--- src/rtl/trace_frame_sync_pkg.sv ---
// Shared constants and state encoding for the TPIU trace frame synchroniser.
package trace_frame_sync_pkg;
  localparam int unsigned HW_W     = 16;
  localparam int unsigned FRAME_HW = 8;
  localparam int unsigned FRAME_W  = HW_W * FRAME_HW;
  localparam int unsigned IDX_W    = $clog2(FRAME_HW);

  localparam logic [HW_W-1:0] SYNC_HALF      = 16'h7FFF;
  localparam logic [HW_W-1:0] SYNC_FULL_TAIL = 16'hFFFF;

  typedef enum logic [1:0] {
    HUNT    = 2'd0,
    HUNT_7F = 2'd1,
    SYNC    = 2'd2,
    SYNC_7F = 2'd3
  } sync_state_e;
endpackage

--- src/rtl/trace_frame_sync_frame_out_buf.sv ---
// Single-entry output frame buffer with drop-on-full overflow reporting.
module frame_out_buf
  import trace_frame_sync_pkg::*;
(
  input  logic               clk,
  input  logic               rst,
  input  logic               load_i,
  input  logic [FRAME_W-1:0] din_i,
  input  logic               ready_i,
  output logic [FRAME_W-1:0] frame_o,
  output logic               valid_o,
  output logic               ovf_pulse_o,
  output logic [7:0]         ovf_count_o
);
  logic [FRAME_W-1:0] frame_q, frame_d;
  logic               valid_q, valid_d;
  logic               ovf_q, ovf_d;
  logic [7:0]         cnt_q, cnt_d;
  logic               xfer;

  always_comb begin
    frame_d = frame_q;
    valid_d = valid_q;
    ovf_d   = 1'b0;
    cnt_d   = cnt_q;
    xfer    = valid_q & ready_i;
    if (xfer) valid_d = 1'b0;
    if (load_i) begin
      // A slot freed by this cycle's transfer can take the new frame directly.
      if (!valid_q || xfer) begin
        frame_d = din_i;
        valid_d = 1'b1;
      end else begin
        ovf_d = 1'b1;
        if (cnt_q != 8'hFF) cnt_d = cnt_q + 8'd1;
      end
    end
  end

  always_ff @(posedge clk or posedge rst) begin
    if (rst) begin
      frame_q <= '0;
      valid_q <= 1'b0;
      ovf_q   <= 1'b0;
      cnt_q   <= '0;
    end else begin
      frame_q <= frame_d;
      valid_q <= valid_d;
      ovf_q   <= ovf_d;
      cnt_q   <= cnt_d;
    end
  end

  assign frame_o     = frame_q;
  assign valid_o     = valid_q;
  assign ovf_pulse_o = ovf_q;
  assign ovf_count_o = cnt_q;
endmodule

--- src/rtl/trace_frame_sync.sv ---
// TPIU frame synchroniser: hunts for 7FFF/FFFF full sync, assembles 8-halfword frames.
module trace_frame_sync
  import trace_frame_sync_pkg::*;
#(
  parameter int unsigned SYNC_TIMEOUT = 255
) (
  input  logic               clk,
  input  logic               rst,
  input  logic [HW_W-1:0]    hwIn,
  input  logic               hwValid,
  output logic [FRAME_W-1:0] frame,
  output logic               frameValid,
  input  logic               frameReady,
  output logic               synced,
  output logic               ovfPulse,
  output logic [7:0]         ovfCount
);
  localparam logic [8:0] TO_LIM = 9'(SYNC_TIMEOUT);

  sync_state_e        state_q, state_d;
  logic [IDX_W-1:0]   idx_q, idx_d;
  logic [7:0]         to_cnt_q, to_cnt_d;
  logic [FRAME_W-1:0] asm_q, asm_d;
  logic               store, complete;
  logic [FRAME_W-1:0] done_frame;

  always_comb begin
    state_d    = state_q;
    idx_d      = idx_q;
    to_cnt_d   = to_cnt_q;
    asm_d      = asm_q;
    store      = 1'b0;
    complete   = 1'b0;
    done_frame = {hwIn, asm_q[FRAME_W-HW_W-1:0]};
    if (hwValid) begin
      unique case (state_q)
        HUNT:    if (hwIn == SYNC_HALF) state_d = HUNT_7F;
        HUNT_7F: begin
          if (hwIn == SYNC_FULL_TAIL) begin
            state_d  = SYNC;
            idx_d    = '0;
            to_cnt_d = '0;
          end else if (hwIn != SYNC_HALF) begin
            state_d = HUNT;
          end
        end
        SYNC, SYNC_7F: begin
          if (state_q == SYNC_7F && hwIn == SYNC_FULL_TAIL) begin
            state_d  = SYNC;
            idx_d    = '0;
            to_cnt_d = '0;
          end else if (hwIn == SYNC_HALF) begin
            // A lone held 7FFF is dropped when anything but FFFF follows it.
            state_d = SYNC_7F;
          end else begin
            state_d = SYNC;
            store   = !(hwIn == SYNC_FULL_TAIL && idx_q == '0);
          end
        end
        default: state_d = HUNT;
      endcase
    end
    if (store) begin
      asm_d[{idx_q, 4'b0} +: HW_W] = hwIn;
      idx_d = idx_q + 1'b1;
      if (idx_q == IDX_W'(FRAME_HW - 1)) begin
        complete = 1'b1;
        to_cnt_d = to_cnt_q + 8'd1;
        if (({1'b0, to_cnt_q} + 9'd1) >= TO_LIM) begin
          state_d  = HUNT;
          idx_d    = '0;
          to_cnt_d = '0;
        end
      end
    end
  end

  always_ff @(posedge clk or posedge rst) begin
    if (rst) begin
      state_q  <= HUNT;
      idx_q    <= '0;
      to_cnt_q <= '0;
      asm_q    <= '0;
    end else begin
      state_q  <= state_d;
      idx_q    <= idx_d;
      to_cnt_q <= to_cnt_d;
      asm_q    <= asm_d;
    end
  end

  assign synced = (state_q == SYNC) || (state_q == SYNC_7F);

  frame_out_buf u_buf (
    .clk         (clk),
    .rst         (rst),
    .load_i      (complete),
    .din_i       (done_frame),
    .ready_i     (frameReady),
    .frame_o     (frame),
    .valid_o     (frameValid),
    .ovf_pulse_o (ovfPulse),
    .ovf_count_o (ovfCount)
  );
endmodule

--- config.mk ---
export PLATFORM = sky130hd
export DESIGN_NAME = trace_frame_sync
export DESIGN_NICKNAME = d
export VERILOG_FILES = /design/src/rtl/trace_frame_sync_pkg.sv /design/src/rtl/trace_frame_sync_frame_out_buf.sv /design/src/rtl/trace_frame_sync.sv
export SDC_FILE = /design/constraint.sdc
export NUM_CORES = 1
export LEC_CHECK = 0
export CORE_MARGIN = 4
export CORE_UTILIZATION = 40
export CTS_BUF_LIST = sky130_fd_sc_hd__clkbuf_8 sky130_fd_sc_hd__clkbuf_16
export CTS_CLUSTER_DIAMETER = 60
export DETAILED_ROUTE_END_ITERATION = 6
export GPL_TIMING_DRIVEN = 0
export PLACE_DENSITY_LB_ADDON = 0.1
export SETUP_SLACK_MARGIN = 0.1
export SLEW_MARGIN = 15
export SYNTH_ARGS = -nofsm -noshare
export SYNTH_HDL_FRONTEND = slang
export SYNTH_HIERARCHICAL = 1
export SYNTH_SLANG_ARGS = --single-unit
--- constraint.sdc ---
create_clock -name clk -period 11.18 [get_ports clk]
set_clock_uncertainty 0.05 [all_clocks]
set_input_delay 2.236 -clock clk [delete_from_list [all_inputs] [get_ports clk]]
set_output_delay 2.236 -clock clk [all_outputs]
set_load 0.01 [all_outputs]
**Word-level counts from Yosys, hierarchy flattened**

Index checks and enable logic that the tools add are counted.

- Memories kept: 0
- Memory bits (writable): 0
- Latch bits: 0
- Input bits: 20
- ROM bits: 0
- Bits in registers: 279

- Multipliers: 0
- Order comparisons: 1
- Equal/unequal tests: 10
- Reduce and logical (&&, ||, !) cells: 14
- Mux-type cells: 36
- Bitwise logic cells: 2
- $add $sub $neg: 5
- Div/mod/pow operators: 0
- Shift operators: 2

Operators by type and width:

| cell | count |
|---|---|
| bitwise mux 128 bit | 1 |
| variable shift 16 x 9 -> 128 bit (first input constant) | 1 |
| indexed part select 16 x 9 -> 128 bit | 1 |
| two-way mux 8 bit | 6 |
| two-way mux 3 bit | 6 |
| adder 8 x 1 -> 8 bit (second input constant) | 2 |
| equality test 16 x 15 -> 1 bit (second input constant) | 1 |
| equality test 16 bit (second input constant) | 1 |
| inequality test 16 x 15 -> 1 bit (second input constant) | 1 |
| case mux 8 bit (2 select lines) | 1 |
| two-way mux 2 bit | 7 |
| two-way mux 1 bit | 13 |
| adder 8 x 1 -> 9 bit (second input constant) | 1 |
| >= comparator 9 x 8 -> 1 bit (second input constant) | 1 |
| negation 7 -> 9 bit | 1 |
| inequality test 8 bit (second input constant) | 1 |
| inequality test 3 bit (second input constant) | 2 |
| case mux 2 bit (3 select lines) | 1 |
| case mux 3 bit (2 select lines) | 1 |
| equality test 2 bit (second input constant) | 2 |
| AND reduction 4 bit | 1 |
| adder 3 x 1 -> 3 bit (second input constant) | 1 |
| equality test 3 bit (second input constant) | 1 |
| zero test 3 bit | 1 |
| other kinds (12) | 15 |

**Logic depth before layout (Yosys ltp)**

- Word-level depth: 9
- Gate-level depth with buffers: 13

**Cells and area by module**

Netlist, hierarchy kept.

Modules (own cells, without submodules):

| module | times used | area each (um^2) | sequential area each (um^2) | cells each |
|---|---|---|---|---|
| trace_frame_sync | 1 | 5434.0 | 3128.0 | 474 |
| frame_out_buf | 1 | 5270.1 | 3453.3 | 312 |

**Worst setup path before layout**

OpenSTA, ideal clock, no wires.

- Path kind: input port to flip-flop
- Start: input port hwIn[14]
- End: register u_buf.cnt_q[6], in the netlist u_buf/ovf_count_o[6]
- Setup time: 125 ps
- Slack: 6812 ps
- Data arrival time: 4193 ps
- Stages: 9
- Cells stage by stage: nand4_1 -> or4_1 -> buf_2 -> o211ai_2 -> inv_1 -> and4b_1 -> and2_4 -> nand3_1 -> mux2_2

- Word-level cells in the longest chain between the ends: 9

RTL lines:

| what | RTL line | text |
|---|---|---|
| start, declared | trace_frame_sync.sv:9 | `input logic [HW_W-1:0] hwIn,` |
| equality test 16 bit | trace_frame_sync.sv:48, trace_frame_sync.sv:57 |  |
| logical AND 1 bit | trace_frame_sync.sv:57 | `store = !(hwIn == SYNC_FULL_TAIL && idx_q == '0);` |
| zero test 1 bit | trace_frame_sync.sv:57 |  |
| two-way mux 1 bit | trace_frame_sync.sv:52 | `end else if (hwIn == SYNC_HALF) begin` |
| two-way mux 1 bit (*) | trace_frame_sync.sv:48 | `if (state_q == SYNC_7F && hwIn == SYNC_FULL_TAIL) begin` |
| two-way mux 1 bit (*) | trace_frame_sync.sv:36 | `unique case (state_q)` |
| two-way mux 1 bit (*) | trace_frame_sync.sv:35 | `if (hwValid) begin` |
| two-way mux 1 bit (*) | trace_frame_sync.sv:63 | `if (store) begin` |
| named net complete | trace_frame_sync.sv:24 | `logic store, complete;` |
| AND reduction 3 bit (no line) (*) | -- |  |
| end signal, assigned | trace_frame_sync_frame_out_buf.sv:50 | `cnt_q <= cnt_d;` |
| end, declared | trace_frame_sync_frame_out_buf.sv:18 | `logic [7:0] cnt_q, cnt_d;` |

Mark *: on every way through the listed nets, which the timed path passes. The rest lies on a longest branch.
A chain may end at the register's enable or synchronous reset.

**Worst setup path after layout**

- Start: input port hwIn[5]
- End: register u_buf.frame_q[41], in the netlist u_buf/frame_o[41]

- Word-level cells in the longest chain between the ends: 9

RTL lines:

| what | RTL line | text |
|---|---|---|
| equality test 16 bit | trace_frame_sync.sv:48, trace_frame_sync.sv:57 |  |
| logical AND 1 bit | trace_frame_sync.sv:57 |  |
| zero test 1 bit | trace_frame_sync.sv:57 |  |
| two-way mux 1 bit | trace_frame_sync.sv:52 |  |
| two-way mux 1 bit (*) | trace_frame_sync.sv:48 |  |
| two-way mux 1 bit (*) | trace_frame_sync.sv:36 |  |
| two-way mux 1 bit (*) | trace_frame_sync.sv:35 |  |
| two-way mux 1 bit (*) | trace_frame_sync.sv:63 |  |
| named net complete | trace_frame_sync.sv:24 |  |
| AND reduction 2 bit (no line) (*) | -- |  |
| end signal, assigned | trace_frame_sync_frame_out_buf.sv:47 | `frame_q <= frame_d;` |
| end, declared | trace_frame_sync_frame_out_buf.sv:15 | `logic [FRAME_W-1:0] frame_q, frame_d;` |

Marked as above.

==> flow_metrics.env <==
export IMPL_status="complete, no violations"
export IMPL_grt_max_degree=97
export IMPL_diodes=0
export IMPL_io_buffers=158
export IMPL_synth_edf_count=0
export IMPL_maxCapViolCount=0
export IMPL_ant_nets=0
export IMPL_max_freq_ghz=0.1840
export IMPL_drt_wl_total_mm=26.99
export IMPL_htree_levels=1
export IMPL_synth_area_um2=10700
export IMPL_p_total_mw=3.581
export IMPL_critPathCaptureType="flop"
export IMPL_register_area_um2=6581
export IMPL_grt_pass1_vias=6978
export IMPL_cts_tree="yes"
export IMPL_clk_pin_slew_ps=60
export IMPL_postCtsSetupBuffers=0
export IMPL_cts_hold_buf=0
export IMPL_grt_pass1_wl_mm=41.72
export IMPL_viasPerCell=5.116
export IMPL_core_um2=26210
export IMPL_grt_util_all_layers_pct=18.41
export IMPL_clock_root_buffer="clkbuf_16"
export IMPL_ctsResizeCount=0
export IMPL_start_util_pct=40.85
export IMPL_num_rows=59
export IMPL_synth_seq_area_share_pct=61.48
export IMPL_antenna_found_initial=2
export IMPL_hold_path_class="reg2reg"
export IMPL_criticalPathCategory="in2reg"
export IMPL_area_growth_syn_to_layout_pct=27.78
export IMPL_critPathArrivalTime_ps=5800
export IMPL_final_cells=1331
export IMPL_place_area_um2=12770
export IMPL_worstPathRequired_ps=11540
export IMPL_vias=6809
export IMPL_yosysMostFrequentCell="dfrtp_1"
export IMPL_ys_ff_latch=263
export IMPL_leakage_nw=6.308
export IMPL_clock_sinks=263
export IMPL_firstDrtPassIters=4
export IMPL_die_w_um=171.6
export IMPL_wl_per_cell_um=20.28
export IMPL_holdPathStages=2
export IMPL_ioPinCount=159
export IMPL_async_flop_share_pct=100.0
export IMPL_finalWorstSetupSlack_ps=5744
export IMPL_period_needed_ps=5436
export IMPL_maxSlewViolCount=0
export IMPL_yosysWarningCount=6
export IMPL_place_gp_congestion=0.8227
export IMPL_drtIter0Drc=405
export IMPL_peakVddDrop_v=0.0001201
export IMPL_dp_cells=1281
export IMPL_fillCellCount=2316
export IMPL_synth_nets=816
export IMPL_setup_viol_count_final=0
export IMPL_yosysTopAreaCell="dfrtp_1"
export IMPL_dieArea_um2=29440
export IMPL_rsz0062_at_grt="no"
export IMPL_gr_total_overflow=0
export IMPL_worstSetupStartpointType="primary input"
export IMPL_synthCells=786
export IMPL_max_slew_margin_rel_pct=49.44
export IMPL_reg2reg_depth=13
export IMPL_drc_errors=0
export IMPL_holdWs_ps=428.1
export IMPL_synthTopCellsByArea="dfrtp_1 (61%), mux2_2 (19%), nand2_1 (3.1%)"
export IMPL_dp_final_hpwl_mm=18.15
export IMPL_fin_nets=1006
export IMPL_rrSetupSlack_ps=7580
export IMPL_multi_input_area_um2=3806
export IMPL_synth_cell_types=43
export IMPL_p_per_area_nw_per_um2=261.8
export IMPL_synth_top_area_share_pct=61.48
export IMPL_fin_area_um2=13680
export IMPL_yosys_top_cells_count="dfrtp_1 (263), mux2_2 (176), nand2_1 (89)"
export IMPL_post_route_period_util_pct=48.62
export IMPL_die_h_um=171.6
export IMPL_finalCoreUtilization_pct=52.19
export IMPL_setup_tns_ps=0
export IMPL_dp_slack_ps=5177
export IMPL_worst_pin_slew_ps=756.0
export IMPL_yosys_most_used_dff="dfrtp_1"
export IMPL_syn_area_per_cell_um2=13.62
export IMPL_drive_gt1_share_pct=27.31
export IMPL_hold_viol=0
export IMPL_crit_fanout=10
export IMPL_clockBufferDepth=3
export IMPL_clkLatencyLatePin_ps=530
export IMPL_numCtsBuffers=28
## sequential cells by signal (all words and copies together) (netlist names)
signal             flops
asm_q                112
idx_q                  3
state_q                2
to_cnt_q               8
u_buf/frame_o        128
u_buf/ovf_count_o      8
u_buf/ovf_pulse_o      1
u_buf/valid_o          1
## per-layer routing
metal / vias up / track usage, % / routed length [µm]
li1: 3148 / - / -
met5: - / 0 / 0
met1: 3441 / 26.89 / 12500
met4: 0 / 3.100 / 376
met2: 188 / 28.10 / 12020
met3: 32 / 5.148 / 2097
## layout make-up
| type | count | area share [%] |
|---|---|---|
| Sequential cell | 263 | 48.12 |
| Multi-Input combinational cell | 472 | 27.83 |
| Timing Repair Buffer | 160 | 11.96 |
| Clock buffer | 35 | 5.909 |
| Tap cell | 335 | 3.064 |
| Buffer | 42 | 2.067 |
| Clock inverter | 15 | 0.7135 |
| Inverter | 9 | 0.3385 |
## layout by cell type, fill, tap and decap left out, drive strengths merged, types with 3 or more instances in the layout
cell / count
nand3: 29
clkbuf: 54
nand2b: 3
o211ai: 8
mux2: 196
nor3b: 3
inv: 18
clkinv: 5
buf: 25
nor3: 4
ha: 10
clkdlybuf4s50: 158
and2: 21
xnor2: 4
nand2: 89
dfrtp: 263
nor2: 10
nand4: 13
o21ai: 56
and3: 3
a21oi: 3
## worst paths after layout
kind                                                 endpoint                   from
worst max-delay path            u_buf/frame_o[41]$_DFFE_PP0P_                hwIn[5]
worst min-delay path                    asm_q[86]$_DFFE_PP0P_  asm_q[86]$_DFFE_PP0P_
worst max register to register  u_buf/frame_o[41]$_DFFE_PP0P_   idx_q[0]$_DFFE_PP0P_
worst min register to register          asm_q[86]$_DFFE_PP0P_  asm_q[86]$_DFFE_PP0P_
max in group asynchronous               asm_q[69]$_DFFE_PP0P_                    rst
min in group asynchronous       u_buf/frame_o[41]$_DFFE_PP0P_                    rst
## report_power, final
| part | internal, mW | switching [mW] | leakage, nW | total [mW] |
|---|---|---|---|---|
| Sequential | 1.34 | 0.225 | 3.52 | 1.57 |
| Clock | 0.530 | 0.372 | 0.482 | 0.902 |
| Combinational | 0.662 | 0.450 | 2.31 | 1.11 |
## worst max-delay path, stage by stage
cell and delay (ps):
clkdlybuf4s50_1 960, nand4_1 200, or4_1 540, buf_2 190, o211ai_2 490, inv_1 220
nand2_1 160, buf_4 250, buf_6 190, mux2_2 340
## cell families after synthesis
group,count (synthesis),synth area share [%]
flip-flops,263,61.48
multiplexers,196,21.32
AND/OR/NAND/NOR,188,8.744
AO/OA/AOI/OAI,73,3.916
buffers and inverters,51,2.957
adder cells (fa/ha/maj),10,1.169
XOR/XNOR,5,0.4091
No activity file was read; power rests on OpenSTA's default activity.
